<file path="src/rtl/uart_tx_fifo_drain.sv">
`default_nettype none
// ============================================================================
// Module   : uart_tx_fifo_drain
// Purpose  : Read-side consumer of a show-ahead byte FIFO. Pops one word
//            whenever the FIFO is non-empty and transmission is enabled, then
//            serializes it LSB-first as an asynchronous frame
//            (start, DATA_WIDTH data bits, optional even parity, one stop).
//            Back-to-back frames are sent with no idle gap.
// Options  : define UART_TX_PARITY_EN to insert an even-parity bit between
//            the last data bit and the stop bit.
// Ports    : clk              system clock, rising edge
//            rst_n            asynchronous active-low reset
//            tx_en_i          permits new frames to start
//            fifo_dout_i      FIFO head word (valid while not empty)
//            fifo_not_empty_i FIFO notEmpty flag
//            fifo_rd_o        single-cycle pop strobe (combinational)
//            tx_o             serial line, registered, idles high
//            busy_o           high while a frame is in progress
//            frame_done_o     pulse in the last cycle of each stop bit
// Revision : 1.0 - initial release
// ============================================================================
module uart_tx_fifo_drain #(
  parameter int DATA_WIDTH = 8,
  parameter int CLK_DIV    = 16,
  parameter int DIV_WIDTH  = 16
) (
  input  logic                  clk,
  input  logic                  rst_n,
  input  logic                  tx_en_i,
  input  logic [DATA_WIDTH-1:0] fifo_dout_i,
  input  logic                  fifo_not_empty_i,
  output logic                  fifo_rd_o,
  output logic                  tx_o,
  output logic                  busy_o,
  output logic                  frame_done_o
);

  localparam int CNT_WIDTH = $clog2(DATA_WIDTH + 1);
  localparam logic [DIV_WIDTH-1:0] TMR_LAST = DIV_WIDTH'(CLK_DIV - 1);
  localparam logic [CNT_WIDTH-1:0] CNT_LAST = CNT_WIDTH'(DATA_WIDTH - 1);

  typedef enum logic [2:0] {
    IDLE   = 3'd0,
    START  = 3'd1,
    DATA   = 3'd2,
`ifdef UART_TX_PARITY_EN
    PARITY = 3'd3,
`endif
    STOP   = 3'd4
  } state_t;

  state_t                  state_q, state_d;
  logic [DIV_WIDTH-1:0]    bit_tmr_q, bit_tmr_d;
  logic [CNT_WIDTH-1:0]    bit_cnt_q, bit_cnt_d;
  logic [DATA_WIDTH-1:0]   shreg_q, shreg_d;
  logic                    tx_q, tx_d;
`ifdef UART_TX_PARITY_EN
  logic                    parity_q, parity_d;
`endif

  logic w_tmr_end;
  logic w_pop;

  assign w_tmr_end = (bit_tmr_q == TMR_LAST);

  // A new word may be taken while idle, or in the final stop-bit cycle so
  // the next start bit follows without a gap.
  assign w_pop = tx_en_i & fifo_not_empty_i &
                 ((state_q == IDLE) | ((state_q == STOP) & w_tmr_end));

  // Gate with rst_n so no pop strobe reaches the FIFO while held in reset.
  assign fifo_rd_o    = w_pop & rst_n;
  assign busy_o       = (state_q != IDLE);
  assign frame_done_o = (state_q == STOP) & w_tmr_end;
  assign tx_o         = tx_q;

  always_ff @(posedge clk or negedge rst_n) begin
    if (!rst_n) begin
      state_q   <= IDLE;
      bit_tmr_q <= '0;
      bit_cnt_q <= '0;
      shreg_q   <= '0;
      tx_q      <= 1'b1;
`ifdef UART_TX_PARITY_EN
      parity_q  <= 1'b0;
`endif
    end else begin
      state_q   <= state_d;
      bit_tmr_q <= bit_tmr_d;
      bit_cnt_q <= bit_cnt_d;
      shreg_q   <= shreg_d;
      tx_q      <= tx_d;
`ifdef UART_TX_PARITY_EN
      parity_q  <= parity_d;
`endif
    end
  end

  always_comb begin
    state_d   = state_q;
    bit_tmr_d = bit_tmr_q;
    bit_cnt_d = bit_cnt_q;
    shreg_d   = shreg_q;
    tx_d      = 1'b1;
`ifdef UART_TX_PARITY_EN
    parity_d  = parity_q;
`endif

    case (state_q)
      IDLE: begin
        if (w_pop) begin
          state_d   = START;
          bit_tmr_d = '0;
          bit_cnt_d = '0;
          shreg_d   = fifo_dout_i;
`ifdef UART_TX_PARITY_EN
          parity_d  = ^fifo_dout_i;
`endif
        end
      end

      START: begin
        if (w_tmr_end) begin
          state_d   = DATA;
          bit_tmr_d = '0;
          bit_cnt_d = '0;
        end else begin
          bit_tmr_d = bit_tmr_q + 1'b1;
        end
      end

      DATA: begin
        if (w_tmr_end) begin
          bit_tmr_d = '0;
          shreg_d   = shreg_q >> 1;
          bit_cnt_d = bit_cnt_q + 1'b1;
          if (bit_cnt_q == CNT_LAST) begin
`ifdef UART_TX_PARITY_EN
            state_d = PARITY;
`else
            state_d = STOP;
`endif
          end
        end else begin
          bit_tmr_d = bit_tmr_q + 1'b1;
        end
      end

`ifdef UART_TX_PARITY_EN
      PARITY: begin
        if (w_tmr_end) begin
          state_d   = STOP;
          bit_tmr_d = '0;
        end else begin
          bit_tmr_d = bit_tmr_q + 1'b1;
        end
      end
`endif

      STOP: begin
        if (w_tmr_end) begin
          bit_tmr_d = '0;
          if (w_pop) begin
            state_d   = START;
            bit_cnt_d = '0;
            shreg_d   = fifo_dout_i;
`ifdef UART_TX_PARITY_EN
            parity_d  = ^fifo_dout_i;
`endif
          end else begin
            state_d = IDLE;
          end
        end else begin
          bit_tmr_d = bit_tmr_q + 1'b1;
        end
      end

      default: begin
        state_d   = IDLE;
        bit_tmr_d = '0;
        bit_cnt_d = '0;
      end
    endcase

    // The line is registered, so it is derived from the state being entered.
    // The shift register only moves at bit boundaries, so bit 0 of the next
    // value is the data bit for the coming cycle.
    case (state_d)
      START:   tx_d = 1'b0;
      DATA:    tx_d = shreg_d[0];
`ifdef UART_TX_PARITY_EN
      PARITY:  tx_d = parity_d;
`endif
      default: tx_d = 1'b1;
    endcase
  end

endmodule
`default_nettype wire
</file>
<file path="config.mk">
export PLATFORM = sky130hd
export DESIGN_NAME = uart_tx_fifo_drain
export DESIGN_NICKNAME = d
export VERILOG_FILES = /design/src/rtl/uart_tx_fifo_drain.sv
export SDC_FILE = /design/constraint.sdc
export NUM_CORES = 1
export LEC_CHECK = 0
export CAP_MARGIN = 25
export CORE_UTILIZATION = 53
export CTS_BUF_LIST = sky130_fd_sc_hd__clkbuf_2 sky130_fd_sc_hd__clkbuf_4 sky130_fd_sc_hd__clkbuf_8
export CTS_CLUSTER_DIAMETER = 50
export DETAILED_ROUTE_END_ITERATION = 12
export PLACE_DENSITY = 0.78
export SYNTH_ARGS = -nofsm -noshare
export SYNTH_HDL_FRONTEND = slang
export SYNTH_SLANG_ARGS = --single-unit
</file>
<file path="constraint.sdc">
create_clock -name clk -period 1.84 [get_ports clk]
set_input_delay 0.184 -clock clk [delete_from_list [all_inputs] [get_ports clk]]
set_output_delay 0.184 -clock clk [all_outputs]
set_load 0.01 [all_outputs]
</file>
* Yosys cells after proc, flatten, opt, wreduce, memory -nomap -nowiden *
Cells that the tools add are included.

storage, ports and cells
  flip-flop bits (word level) = 32
  input bits = 12
  output and inout bits = 4
  logic and storage cells = 50

operators by class
  add/subtract/negate cells = 2
  equality and inequality tests = 11
  muxes and demuxes = 20
  bitwise logic cells = 5
  reduce and logical (&&, ||, !) cells = 6

operators with widths
  cell                                                                    number
  16-bit two-way mux                                                      2
  16-bit one-hot mux with 2 select lines                                  1
  8-bit two-way mux                                                       3
  8-bit one-hot mux with 3 select lines                                   1
  16-bit by 1-bit adder with 16-bit output, second input constant         1
  16-bit by 4-bit equality test with 1-bit output, second input constant  1
  4-bit two-way mux                                                       4
  4-bit one-hot mux with 4 select lines                                   1
  3-bit two-way mux                                                       5
  3-bit one-hot mux with 4 select lines                                   1
  2-bit inequality test, second input constant                            4
  3-bit by 1-bit equality test with 1-bit output, second input constant   2
  3-bit by 2-bit equality test with 1-bit output, second input constant   2
  3-bit AND reduction                                                     2
  3-bit nonzero test                                                      2
  4-bit by 1-bit adder with 4-bit output, second input constant           1
  1-bit bitwise AND                                                       4
  4-bit by 3-bit equality test with 1-bit output, second input constant   1
  3-bit equality test, second input constant                              1
  3-bit logical NOT                                                       1
  3-bit OR reduction                                                      1
  1-bit one-hot mux with 2 select lines                                   1
  1-bit two-way mux                                                       1
  1-bit OR                                                                1

* Logic depth before layout (Yosys ltp) *
Gate-level depths: netlist of the first run.

  depth in word-level cells = 9
  depth in mapped cells = 7
  depth with buffers taken out = 6

* Worst setup path before layout of the first run *
Ideal clock, no wire load.

  kind = reg-to-reg
  from = register bit_tmr_q[0]
  to = register shreg_q[1]
  setup time = 118 ps
  arrival time = 1831 ps
  data required time = 1722 ps
  setup slack = -110 ps
  cell stages (with the launch flop) = 7
  path buffers = 0
  clock period less this slack = 1950 ps
  cell sequence = dfrtp_1 -> ha_1 -> and3_1 -> nand4_4 -> a2111oi_4 -> nor2_2 -> a21o_1

on the way
  cells in the longest elaborated chain, start to end = 7
  elaborated cells between the ends (all ways) = 10
  those cells by class = 3 x eq/ne; 3 x mux; 3 x bitwise; 1 x reduce/logical

RTL lines
  what                                               line  source
  from (decl)                                        53    logic [DIV_WIDTH-1:0] bit_tmr_q, bit_tmr_d;
  from (signal assigned)                             89    bit_tmr_q <= bit_tmr_d;
  16-bit by 4-bit equality test with 1-bit output *  64    assign w_tmr_end = (bit_tmr_q == TMR_LAST);
  1-bit bitwise AND                                  69    ((state_q == IDLE) | ((state_q == STOP) & w_tmr_end));
  1-bit OR                                           69
  1-bit bitwise AND                                  68    assign w_pop = tx_en_i & fifo_not_empty_i &
  8-bit two-way mux (2 in a row)                     -
  8-bit one-hot mux with 3 select lines              -
  to (signal assigned)                               91    shreg_q <= shreg_d;
  to (decl)                                          55    logic [DATA_WIDTH-1:0] shreg_q, shreg_d;

Mark *: on every way between the ends. The rest lies on a longest branch, timed or not. The select of a mux whose other input is x is not followed.
A chain may end at the register's enable or synchronous reset.

* Worst setup path in the final report of the first run *
  from = register bit_tmr_q[6]
  to = output port fifo_rd_o

on the way
  cells in the longest elaborated chain, start to end = 5

RTL lines
  what                                             line  source
  16-bit by 4-bit equality test with 1-bit output  64
  1-bit bitwise AND                                69
  1-bit OR                                         69
  1-bit bitwise AND                                68
  1-bit bitwise AND                                72    assign fifo_rd_o = w_pop & rst_n;
  to (decl)                                        32    output logic fifo_rd_o,

No other way between the ends.

==> results of run 1 <==
==> power breakdown <==
part	leakage [µW]	switching [µW]	internal [µW]
logic	0.000689	560	534
registers	0.000414	126	879
clock network	0.0000315	234	156
==> cell families after synthesis <==
kind of cell | count (synthesis) | share of synthesized area
adder cells (fa/ha/maj) | 2 | 0.01406
flip-flops | 32 | 0.4508
multiplexers | 1 | 0.005626
buffers and inverters | 15 | 0.03445
AND/OR/NAND/NOR | 77 | 0.2468
XOR/XNOR | 6 | 0.02954
AO/OA/AOI/OAI | 54 | 0.2187
==> repair_timing <==
action / in CTS / in global routing
setup endpoints to repair: 25 / 22
buffers inserted: 4 / 3
resized for setup: 16 / 22
gates cloned: 0 / 1
pin swaps: 7 / 13
==> metal layers <==
metal | GRT usage | routed length [µm] | part of all wire | vias to the layer above
met5 | 0 | 0 | 0 | -
met4 | 0.1063 | 110 | 0.022 | 0
met3 | 0.05195 | 300 | 0.061 | 15
met2 | 0.5127 | 2562 | 0.52 | 74
met1 | 0.3427 | 1976 | 0.40 | 844
li1 | - | - | - | 807
==> worst reg2reg max path, cell delays in order (launching register included) <==
cell and delay (ns):
dfrtp_1 0.44, nor4_4 0.38, nand4_4 0.15, a2111oi_4 0.34, buf_4 0.23, nor2_4 0.07, a21o_1 0.18
==> cells in the final DEF (no fill, tap or decap), types with 3 or more instances in the layout <==
cell,count
inv_1,6
clkbuf_4,6
a31oi_1,6
nor2_2,4
buf_6,7
dfrtp_1,30
xor2_1,3
and3_1,6
a21o_1,6
nand4_1,3
a21oi_1,5
clkdlybuf4s50_1,12
inv_2,3
buf_4,36
o21ai_1,13
nor2_4,3
nor3_1,3
nand3_1,9
a22o_1,7
nor2_1,21
nand2_1,12
nor4_4,3
==> path summary, 6_finish.rpt <==
path,start,end,depth (start not counted),slack [ns]
max in group asynchronous,rst_n,tx_o$_DFF_PN1_,2,1.14
hold / removal,rst_n,bit_tmr_q[9]$_DFFE_PN0P_,2,0.37
setup / recovery,bit_tmr_q[6]$_DFFE_PN0P_,fifo_rd_o,5,-0.29
setup reg to reg,bit_tmr_q[6]$_DFFE_PN0P_,shreg_q[6]$_DFFE_PN0P_,6,-0.07
hold reg to reg,bit_cnt_q[3]$_DFFE_PN0P_,bit_cnt_q[3]$_DFFE_PN0P_,1,0.46
min in group clk,bit_cnt_q[3]$_DFFE_PN0P_,bit_cnt_q[3]$_DFFE_PN0P_,1,0.46
==> final cells by class <==
class,count,area share
multi-input combinational,140,0.4123
inverter,9,0.01388
timing repair buffer,58,0.2005
sequential,32,0.3301
tap,44,0.02262
clock buffer,6,0.01851
clock inverter,1,0.002057
==> registers in the layout, indices dropped and copies added, names as in the netlist <==
signal / flops
bit_cnt_q: 4
bit_tmr_q: 16
shreg_q: 8
state_q: 3
tx_o: 1
==> through the flow <==
step	worst slack (ns)	cell area, µm²	total power, µW	util	setup TNS [ns]
finish	-0.2864	2434	2489	0.7780	-0.9033
global route	-0.3782	2434	2609	0.7780	-2.349
floorplan	-0.02323	1780	1551	-	-0.1540
CTS	-0.3345	2320	2396	0.7416	-0.7821
global placement	-0.2746	2236	1931	0.7148	-1.189
detailed placement	-0.3129	2236	1988	0.7148	-1.751
==> flow_metrics.env, run 1 <==
export IMPL_ctsHtreeMaxLevel=2
export IMPL_slew_worst_pin_ns=0.4800
export IMPL_ir_worst_vdd_uv=627.3
export IMPL_grt_start_max_net_pins=33
export IMPL_drv_cap=0
export IMPL_placed_cells=277
export IMPL_gpl_final_weighted_congestion=0.8344
export IMPL_yosysMostFrequentCell="dfrtp_1"
export IMPL_cp_cell_sequence="nor4_4 -> nand4_4 -> a2111oi_4 -> and2_4 -> buf_6"
export IMPL_end_kind="primary output"
export IMPL_synth_ff_latch_count=32
export IMPL_tritoncts="yes"
export IMPL_power_density_nw_per_um2=1023
export IMPL_synth_largest_area_cell="dfrtp_1"
export IMPL_fp_coreArea_um2=3128
export IMPL_cts_sinks=32
export IMPL_syn_nets=201
export IMPL_grt_pass1_vias=1712
export IMPL_clock_tree_buffer_depth=2
export IMPL_clk_pin_slew_ns=0.11
export IMPL_track_usage=0.2874
export IMPL_initial_utilization=0.5688
export IMPL_ys_top_cells_by_area="dfrtp_1 44%, nor2_1 5.7%, o21ai_1 3.9%, nor4_4 3.6%, a22o_1 3.4%"
export IMPL_report_final_setup_viol=16
export IMPL_area_growth_pct=36.78
export IMPL_area_taken_by_multi_input_logic_gates_um2=1003
export IMPL_status="complete, but fails checks"
export IMPL_grt_antenna_before_repair=0
export IMPL_final_min_clock_period_ns=2.126
export IMPL_avgSynthCellArea_um2=9.514
export IMPL_synth_enable_flop_cells=0
export IMPL_boundaryPins=16
export IMPL_timing_final_hold_violations=0
export IMPL_gr_total_overflow=0
export IMPL_port_buffers=15
export IMPL_worst_path_dominant_cell_family="simple AND/OR/NAND/NOR gates"
export IMPL_criticalPathCategory="register to primary output"
export IMPL_leakagePower_uw=0.001135
export IMPL_die_area_um2=3593
export IMPL_routed_via_count=1740
export IMPL_critical_path_max_stage_delay_ns=0.44
export IMPL_drt_wl_total_mm=4.948
export IMPL_worst_hold_slack_ns=0.3660
export IMPL_routedWlPerCell_um=17.06
export IMPL_critical_path_startpoint_type="register"
export IMPL_floorplan_rows=20
export IMPL_synth_cells=187
export IMPL_die_width_um=59.94
export IMPL_seq_area_um2=803.3
export IMPL_vias_per_cell=6.000
export IMPL_finalClockSkew_ns=0.02210
export IMPL_design_final_nets=260
export IMPL_maxClockFrequency_mhz=470.3
export IMPL_hpwlAfterDp_mm=3.285
export IMPL_ys_dominant_reg_cell="dfrtp_1"
export IMPL_drt_iter0_drcs=211
export IMPL_rsz_0062_raised_after_global_routing="true"
export IMPL_root_buffer="clkbuf_4"
export IMPL_report_final_slew_viol_count=0
export IMPL_timing_critical_path_fanout_max=2
export IMPL_fillerInstances=192
export IMPL_timing_final_ws_setup_ns=-0.2864
export IMPL_post_cts_hold_buffer_count=0
export IMPL_netlist_cell_type_count=46
export IMPL_synth_largest_type_area_fraction=0.4360
export IMPL_detail_route_antenna_nets=0
export IMPL_finalNonFillerCells=290
export IMPL_insertion_delay_ns=0.33
export IMPL_crit_path_top_delay_cell="dfrtp_1"
export IMPL_fp_dieH_um=59.94
export IMPL_worst_endpoint_required_ns=1.66
export IMPL_numCtsBuffers=5
export IMPL_timing_critical_path_arrival_ns=1.94
export IMPL_syn_cell_area_um2=1779
export IMPL_grt_pass1_wl_mm=7.583
export IMPL_netlist_top_cells_count="31 x dfrtp_1, 27 x nor2_1, 14 x o21ai_1, 12 x nand2_1, 9 x nand3_1"
export IMPL_drc_violations_left=0
export IMPL_final_period_utilization=1.156
export IMPL_synth_async_sr_flop_share=1.000
export IMPL_hold_class="input port to async pin"
export IMPL_drtPass1Iterations=4
export IMPL_ys_warnings_count=0
export IMPL_synth_yosys_seq_area_share=0.4508
export IMPL_diodes=0
export IMPL_drive_above_1_share=0.3211
export IMPL_slew_headroom=0.6794
export IMPL_failed_checks="negative setup slack"
export IMPL_cp_bufs_invs=1
Power figures use the tool's default switching activity.
==> inputs of run 2 (changes only) <==
CTS_BUF_LIST = sky130_fd_sc_hd__clkbuf_4   (was sky130_fd_sc_hd__clkbuf_2 sky130_fd_sc_hd__clkbuf_4 sky130_fd_sc_hd__clkbuf_8)
==> results of run 2 <==
Final layout, timing and power as in run 1 (identical DEF).
